===== src/rtl/down_counter_timer.sv =====
// -----------------------------------------------------------------------------
// down_counter_timer
//   Loadable down counter used as a programmable interval timer. A load
//   captures a start value and starts the count. The counter decrements to
//   zero and pulses tc for one cycle at terminal count. It then either
//   reloads the last start value (auto-reload) or parks in DONE (one-shot).
//
// Parameters
//   WIDTH        counter width in bits (legal range 2..16)
//
// Ports
//   clock        in   rising-edge clock
//   clear        in   asynchronous active-high reset
//   load         in   single-cycle strobe: load load_val into Q and start
//   load_val     in   start value, sampled only while load=1
//   enable       in   decrement qualifier in RUN (0 holds Q)
//   auto_reload  in   1 = reload at terminal count, 0 = one-shot
//   Q            out  current count
//   tc           out  terminal-count pulse, exactly one cycle wide
//   busy         out  state == RUN
//   done         out  state == DONE (one-shot expired)
// -----------------------------------------------------------------------------
module down_counter_timer #(
  parameter int WIDTH = 4
) (
  input  logic             clock,
  input  logic             clear,
  input  logic             load,
  input  logic [WIDTH-1:0] load_val,
  input  logic             enable,
  input  logic             auto_reload,
  output logic [WIDTH-1:0] Q,
  output logic             tc,
  output logic             busy,
  output logic             done
);

  typedef enum logic [1:0] {
    IDLE = 2'd0,
    RUN  = 2'd1,
    DONE = 2'd2
  } state_e;

  localparam logic [WIDTH-1:0] ONE = WIDTH'(1);

  state_e           state_q, state_d;
  logic [WIDTH-1:0] q_q, q_d;
  logic [WIDTH-1:0] reload_q, reload_d;
  logic             tc_q, tc_d;

  // State register. Count, reload value and tc pulse share the same reset
  // so that clear returns the whole block to a known idle point at once.
  // NOTE: sequential state uses non-blocking assignments so every flop
  // samples pre-edge values; combinational blocks below use blocking ones.
  always_ff @(posedge clock or posedge clear) begin
    if (clear) begin
      state_q  <= IDLE;
      q_q      <= '0;
      reload_q <= '0;
      tc_q     <= 1'b0;
    end else begin
      state_q  <= state_d;
      q_q      <= q_d;
      reload_q <= reload_d;
      tc_q     <= tc_d;
    end
  end

  // Next-state logic. Priority: load > count > hold.
  always_comb begin
    // NOTE: every signal gets a default here, so no path can leave one
    // unassigned and infer a latch.
    state_d  = state_q;
    q_d      = q_q;
    reload_d = reload_q;
    tc_d     = 1'b0;

    if (load) begin
      // A load always cancels any pending terminal count, so tc stays low
      // even when the load coincides with the terminal edge. A zero start
      // value parks the timer in IDLE rather than firing immediately.
      if (load_val != '0) begin
        q_d      = load_val;
        reload_d = load_val;
        state_d  = RUN;
      end else begin
        q_d      = '0;
        reload_d = '0;
        state_d  = IDLE;
      end
    end else begin
      unique case (state_q)
        IDLE: begin
          // Hold Q; tc is never raised from IDLE.
        end
        RUN: begin
          if (enable) begin
            if (q_q > ONE) begin
              q_d = q_q - ONE;
            end else if (q_q == ONE) begin
              // Terminal edge: this is the only point auto_reload matters.
              tc_d = 1'b1;
              if (auto_reload) begin
                q_d = reload_q;
              end else begin
                q_d     = '0;
                state_d = DONE;
              end
            end
            // q_q == 0 cannot occur in RUN; holding avoids a wrap to all-ones.
          end
        end
        DONE: begin
          q_d = '0;
        end
        default: begin
          state_d = IDLE;
          q_d     = '0;
        end
      endcase
    end
  end

  // Output decode. Every output comes straight from a flop or from a
  // compare on the state register, so none depends on the current inputs.
  always_comb begin
    Q    = q_q;
    tc   = tc_q;
    busy = (state_q == RUN);
    done = (state_q == DONE);
  end

endmodule


===== config.mk =====
export PLATFORM = sky130hd
export DESIGN_NAME = down_counter_timer
export DESIGN_NICKNAME = d
export VERILOG_FILES = /design/src/rtl/down_counter_timer.sv
export SDC_FILE = /design/constraint.sdc
export NUM_CORES = 1
export LEC_CHECK = 0
export CORE_MARGIN = 2
export CORE_UTILIZATION = 35
export CTS_CLUSTER_SIZE = 12
export DETAILED_ROUTE_END_ITERATION = 7
export PLACE_DENSITY = 0.73
export REMOVE_ABC_BUFFERS = 1
export SYNTH_ARGS = -nofsm -noshare
export SYNTH_HDL_FRONTEND = slang
export SYNTH_SLANG_ARGS = --single-unit

===== constraint.sdc =====
create_clock -name clock -period 2.05 [get_ports clock]
set_input_delay 0.205 -clock clock [delete_from_list [all_inputs] [get_ports clock]]
set_output_delay 0.205 -clock clock [all_outputs]
set_load 0.1 [all_outputs]

# ---- Word-level counts from Yosys, hierarchy flattened
# Cells that the tools add are included.
dict set report word_totals {
  word_cells 40
  out_inout_bits 7
  regBits 11
}
dict set report op_classes {
  n_lt_le_gt_ge 1
  n_mux 19
  eq_ne 10
  n_reduce_logical 5
  addsub 1
}
# operator count
set ops {}
lappend ops {{2-to-1 mux 4 bit} 6}
lappend ops {{2-to-1 mux 2 bit} 5}
lappend ops {{inequality test 3 bit, second input constant} 3}
lappend ops {{case mux 4 bit (2 select lines)} 1}
lappend ops {{2-to-1 mux 1 bit} 6}
lappend ops {{AND reduction 5 bit} 1}
lappend ops {{== test 4 x 1 -> 1 bit, second input constant} 1}
lappend ops {{greater-than comparator 4 x 1 -> 1 bit, second input constant} 1}
lappend ops {{inequality test 4 x 2 -> 1 bit, second input constant} 1}
lappend ops {{case mux 2 bit (2 select lines)} 1}
lappend ops {{nonzero test 4 bit} 1}
lappend ops {{subtractor 4 x 1 -> 4 bit, second input constant} 1}
lappend ops {{inequality test 3 x 2 -> 1 bit, second input constant} 1}
lappend ops {{AND reduction 3 bit} 1}
lappend ops {{== test 2 x 1 -> 1 bit, second input constant} 1}
lappend ops {{== test 2 bit, second input constant} 1}
lappend ops {{logical NOT 2 bit} 1}
lappend ops {{inequality test 2 x 1 -> 1 bit, second input constant} 1}
lappend ops {{inequality test 2 bit, second input constant} 1}
lappend ops {{OR reduction 2 bit} 1}

# ---- Longest topological paths before layout
# Gate-level depths: netlist of run 1.
dict set report logic_depth {
  ltp_word 6
  depth_mapped 6
  ltp_nobuf 6
}

# ---- Worst setup path after synthesis of run 1
# No wires, ideal clock.
dict set report synth_path {
  path_kind {reg2reg}
  start {register q_q[1], in the netlist Q[1]}
  end {register q_q[3], in the netlist Q[3]}
  required_ns 1.928
  arrival_ns 2.469
  setup_slack_ns -0.541
  n_path_buf 0
  period_less_slack_ns 2.591
  path_stages_with_launch 6
  path_cell_list {dfrtp_1 inv_1 ha_1 or4b_1 a311o_2 o211a_1}
}
dict set report synth_between {
  elab_chain_len 5
}
# item line_no
set synth_rtl {}
lappend synth_rtl {{start: declaration} 47} ;# logic [WIDTH-1:0] q_q, q_d;
lappend synth_rtl {{start signal: assignment} 63} ;# q_q <= q_d;
lappend synth_rtl {{subtractor 4 x 1 -> 4 bit or greater-than comparator 4 x 1 -> 1 bit (tied branches)} {99, 98}}
lappend synth_rtl {{2-to-1 mux 4 bit} 98} ;# if (q_q > ONE) begin
lappend synth_rtl {{2-to-1 mux 4 bit} 97} ;# if (enable) begin
lappend synth_rtl {{case mux 4 bit (2 select lines)} 92} ;# unique case (state_q)
lappend synth_rtl {{2-to-1 mux 4 bit} 78} ;# if (load) begin
# Parallel ways exist; a longest one is shown, timed or not. The select of a mux whose other input is x is not followed.
# A chain may end at the register's enable or synchronous reset.

# ---- Worst setup path in the final report of run 1
dict set report layout_path {
  start {register q_q[0], in the netlist Q[0]}
  end {register q_q[3], in the netlist Q[3]}
}
# The elaborated chain is that of the path after synthesis.

==> impl_metrics.yaml, run 1 <==
status:
  result_of_the_run: "finished, final reports clean"
floorplanning:
  placeableCoreArea_sq_um: 1689
  num_rows: 15
  fp.dieArea_sq_um: 2118
  initial_util: 0.3659
  die_w_um: 46.03
  die_height_um: 46.03
  num_io_pins: 16
placed_design:
  place.detailed.instances: 104
  gp_congestion: 0.8065
  port_buffers: 15
  placed_area_sq_um: 794.5
  detailed_place_hpwl_mm: 1.091
sta:
  setup_repair_after_global_routing_missed_its_margin: "false"
  final_max_slew_viol_count: 0
  fin_setup_tns_ns: 0
  min_period_over_period: 0.9483
  setup_violations: 0
  layout_min_cycle_time_ns: 1.944
  tightestPinTransition_ns: 0.4925
  timing.clock.skew_ns: 0.006764
  finalHoldViolations: 0
  headroom_to_the_max_slew_limit: 0.6710
  max_clock_freq_ghz: 0.5144
yosys:
  gate_count_after_technology_mapping: 69
  synth.top_cell.area_share: 0.4453
  postSynthRegisterBits: 11
  yosysMostFrequentCell: "sky130_fd_sc_hd__dfrtp_1"
  yosysTopAreaCell: "sky130_fd_sc_hd__dfrtp_1"
  synth_async_sr_flop_share: 1.000
  synth.distinct_cells: 23
  synthTopCellsByArea: "sky130_fd_sc_hd__dfrtp_1 45%, sky130_fd_sc_hd__o21ai_0 5.7%, sky130_fd_sc_hd__inv_1 5.5%, sky130_fd_sc_hd__nand2_1 4.9%, sky130_fd_sc_hd__a31oi_1 4.0%"
  post_synth_instance_area_sq_um: 618.1
  synth_edf_count: 0
  ys.warnings.count: 0
  syn_avg_cell_area_sq_um: 8.958
  synth_sequential_area_ratio: 0.4453
  yosys_most_used_dff: "sky130_fd_sc_hd__dfrtp_1"
  synth.cells.most_frequent: "11 x sky130_fd_sc_hd__dfrtp_1, 9 x sky130_fd_sc_hd__inv_1, 8 x sky130_fd_sc_hd__nand2_1"
power:
  p_leak_nw: 0.3852
  vdd.ir_drop.worst_mv: 0.4543
  power_density_cells_nw_per_um2: 988.6
min_path:
  hold_path.class: "input pin to async pin"
worst_setup_path:
  critical_path.max_fanout: 8
  critPathLaunchType: "flip-flop"
  crit_path_end_kind: "flip-flop"
  setup.worst_path.class: "flip-flop to flip-flop"
  worst-endpoint-arrival_ns: 2.10
  worst_ep_required_time_ns: 2.21
global_route:
  grt_start_max_net_pins: 12
  global_route_wire_length_before_repair_mm: 2.497
  grt_usage: 0.1649
  global_route.overflow_total: 0
  number_of_global_route_vias_before_repair: 577
  initial_antenna_violation_count: 0
final_layout:
  final_cell_count_without_fillers: 108
  layout_nets: 103
  insertedDiodeCount: 0
  multi_input_comb_area_sq_um: 296.5
  stdcell_area_sq_um: 823.3
  sequential_cell_area_sq_um: 275.3
  area_growth_pct: 33.20
  layout-drive-gt1-share: 0.2198
  utilization: 0.4874
  fillers: 174
detailed_routing:
  detail-route-antenna-nets: 0
  viasPerCell: 5.324
  detail_route.wl_per_cell_um: 12.69
  detailedRoute.firstPassIterationCount: 4
  drtIter0Drc: 15
  dr_total_vias: 575
  post-route-drc-count: 0
  drt-total-wl_mm: 1.370
clock_tree:
  hold_buffers: 0
  clock_h_tree_levels: 1
  cts_made_buffers: 3
  tritoncts: "yes"
  ctsLongestPathBuffers: 2
  numClockSinks: 11
  cts_root_buffer: "sky130_fd_sc_hd__clkbuf_4"
  clock_insertion_delay_worst_skew_ns: 0.26
  clk_transition_reported_paths_ns: 0.07
job:
  maxCapViolations: 0
path summary, 6_finish.rpt:
check / from / end / slack, ns / depth (start not counted)
worst max-delay path: Q[0] / Q[3] / 0.11 / 5
worst min-delay path: clear / state_q[0] / 0.23 / 2
worst max register to register: Q[0] / Q[3] / 0.11 / 5
worst min register to register: reload_q[1] / reload_q[1] / 0.53 / 2
max in group asynchronous: clear / Q[1] / 1.52 / 2
min in group clock: reload_q[1] / reload_q[1] / 0.53 / 2
sequential cells by signal, indices dropped and copies added, names as in the netlist:
register / count
tc: 1
reload_q: 4
state_q: 2
Q: 4
power breakdown:
group	internal, mW	switching (mW)	total (mW)	leakage, nW
Clock	0.0752	0.0713	0.146	0.0150
Sequential	0.245	0.0249	0.269	0.136
Combinational	0.124	0.274	0.398	0.235
Total	0.444	0.370	0.814	0.385
cell type report:
| cell class | count | share of cell area |
|---|---|---|
| Clock buffer | 4 | 0.03191 |
| Tap cell | 17 | 0.02584 |
| Sequential cell | 11 | 0.3343 |
| Inverter | 9 | 0.04103 |
| Multi-Input combinational cell | 47 | 0.3602 |
| Timing Repair Buffer | 20 | 0.2067 |
per-layer routing:
layer	up-vias	share of wire	GRT usage
met5	-	0	0
met4	0	0.012	0.08000
met3	4	0.068	0.03175
met2	25	0.45	0.2333
met1	255	0.47	0.2372
li1	291	-	-
repair_timing:
action                                  in CTS  in global routing
setup buffers                                0                  0
endpoints found under the setup margin       0                  2
resized for setup                            0                  1
cells by family (layout without fill, tap and decap cells):
family                   count (synthesis)  after routing  share of synthesized area
AO/OA/AOI/OAI                           20             20                     0.2125
adder cells (fa/ha/maj)                  2              2                    0.04048
buffers and inverters                   11             33                    0.07894
flip-flops                              11             11                     0.4453
AND/OR/NAND/NOR                         25             25                     0.2227
critical path: stages, from the launching register on:
cell,delay (ns)
sky130_fd_sc_hd__dfrtp_1,0.42
sky130_fd_sc_hd__inv_1,0.08
sky130_fd_sc_hd__ha_2,0.21
sky130_fd_sc_hd__or4b_1,0.45
sky130_fd_sc_hd__a311o_2,0.45
sky130_fd_sc_hd__o211a_1,0.23
placed cells by master (no fill, tap or decap), types with 2 or more instances in the layout:
cell                              synthesis  layout
sky130_fd_sc_hd__a31oi_1                  4       4
sky130_fd_sc_hd__buf_4                    0      12
sky130_fd_sc_hd__nand2_1                  8       8
sky130_fd_sc_hd__nor4_1                   3       3
sky130_fd_sc_hd__dfrtp_1                 11      11
sky130_fd_sc_hd__nor2b_1                  2       2
sky130_fd_sc_hd__o41ai_1                  2       2
sky130_fd_sc_hd__clkbuf_4                 0       3
sky130_fd_sc_hd__inv_1                    9       9
sky130_fd_sc_hd__nor2_1                   5       5
sky130_fd_sc_hd__a21oi_1                  3       3
sky130_fd_sc_hd__clkdlybuf4s50_1          0       8
sky130_fd_sc_hd__and4_1                   2       2
sky130_fd_sc_hd__o21ai_0                  7       7
through the flow:
step | hold WS, ns | worst slack [ns] | total power [mW]
6_report | 0.2290 | 0.1060 | 0.8139
5_1_grt | 0.2906 | 0.01535 | 0.8668
4_1_cts | 0.2412 | 0.04847 | 0.8188
3_5_place_dp | 0.5144 | 0.05545 | 0.6690
3_3_place_gp | 0.5109 | 0.1275 | 0.6643
2_1_floorplan | 0.05744 | -0.5412 | 0.5501
No activity file was read; power rests on OpenSTA's default activity.
==> run 2: changes to the inputs <==
--- a/config.mk
+++ b/config.mk
@@ -14,3 +14,4 @@
 export SYNTH_ARGS = -nofsm -noshare
 export SYNTH_HDL_FRONTEND = slang
 export SYNTH_SLANG_ARGS = --single-unit
+export TNS_END_PERCENT = 5
==> results of run 2 <==
No change in the layout: final DEF, timing and power equal those of run 1.
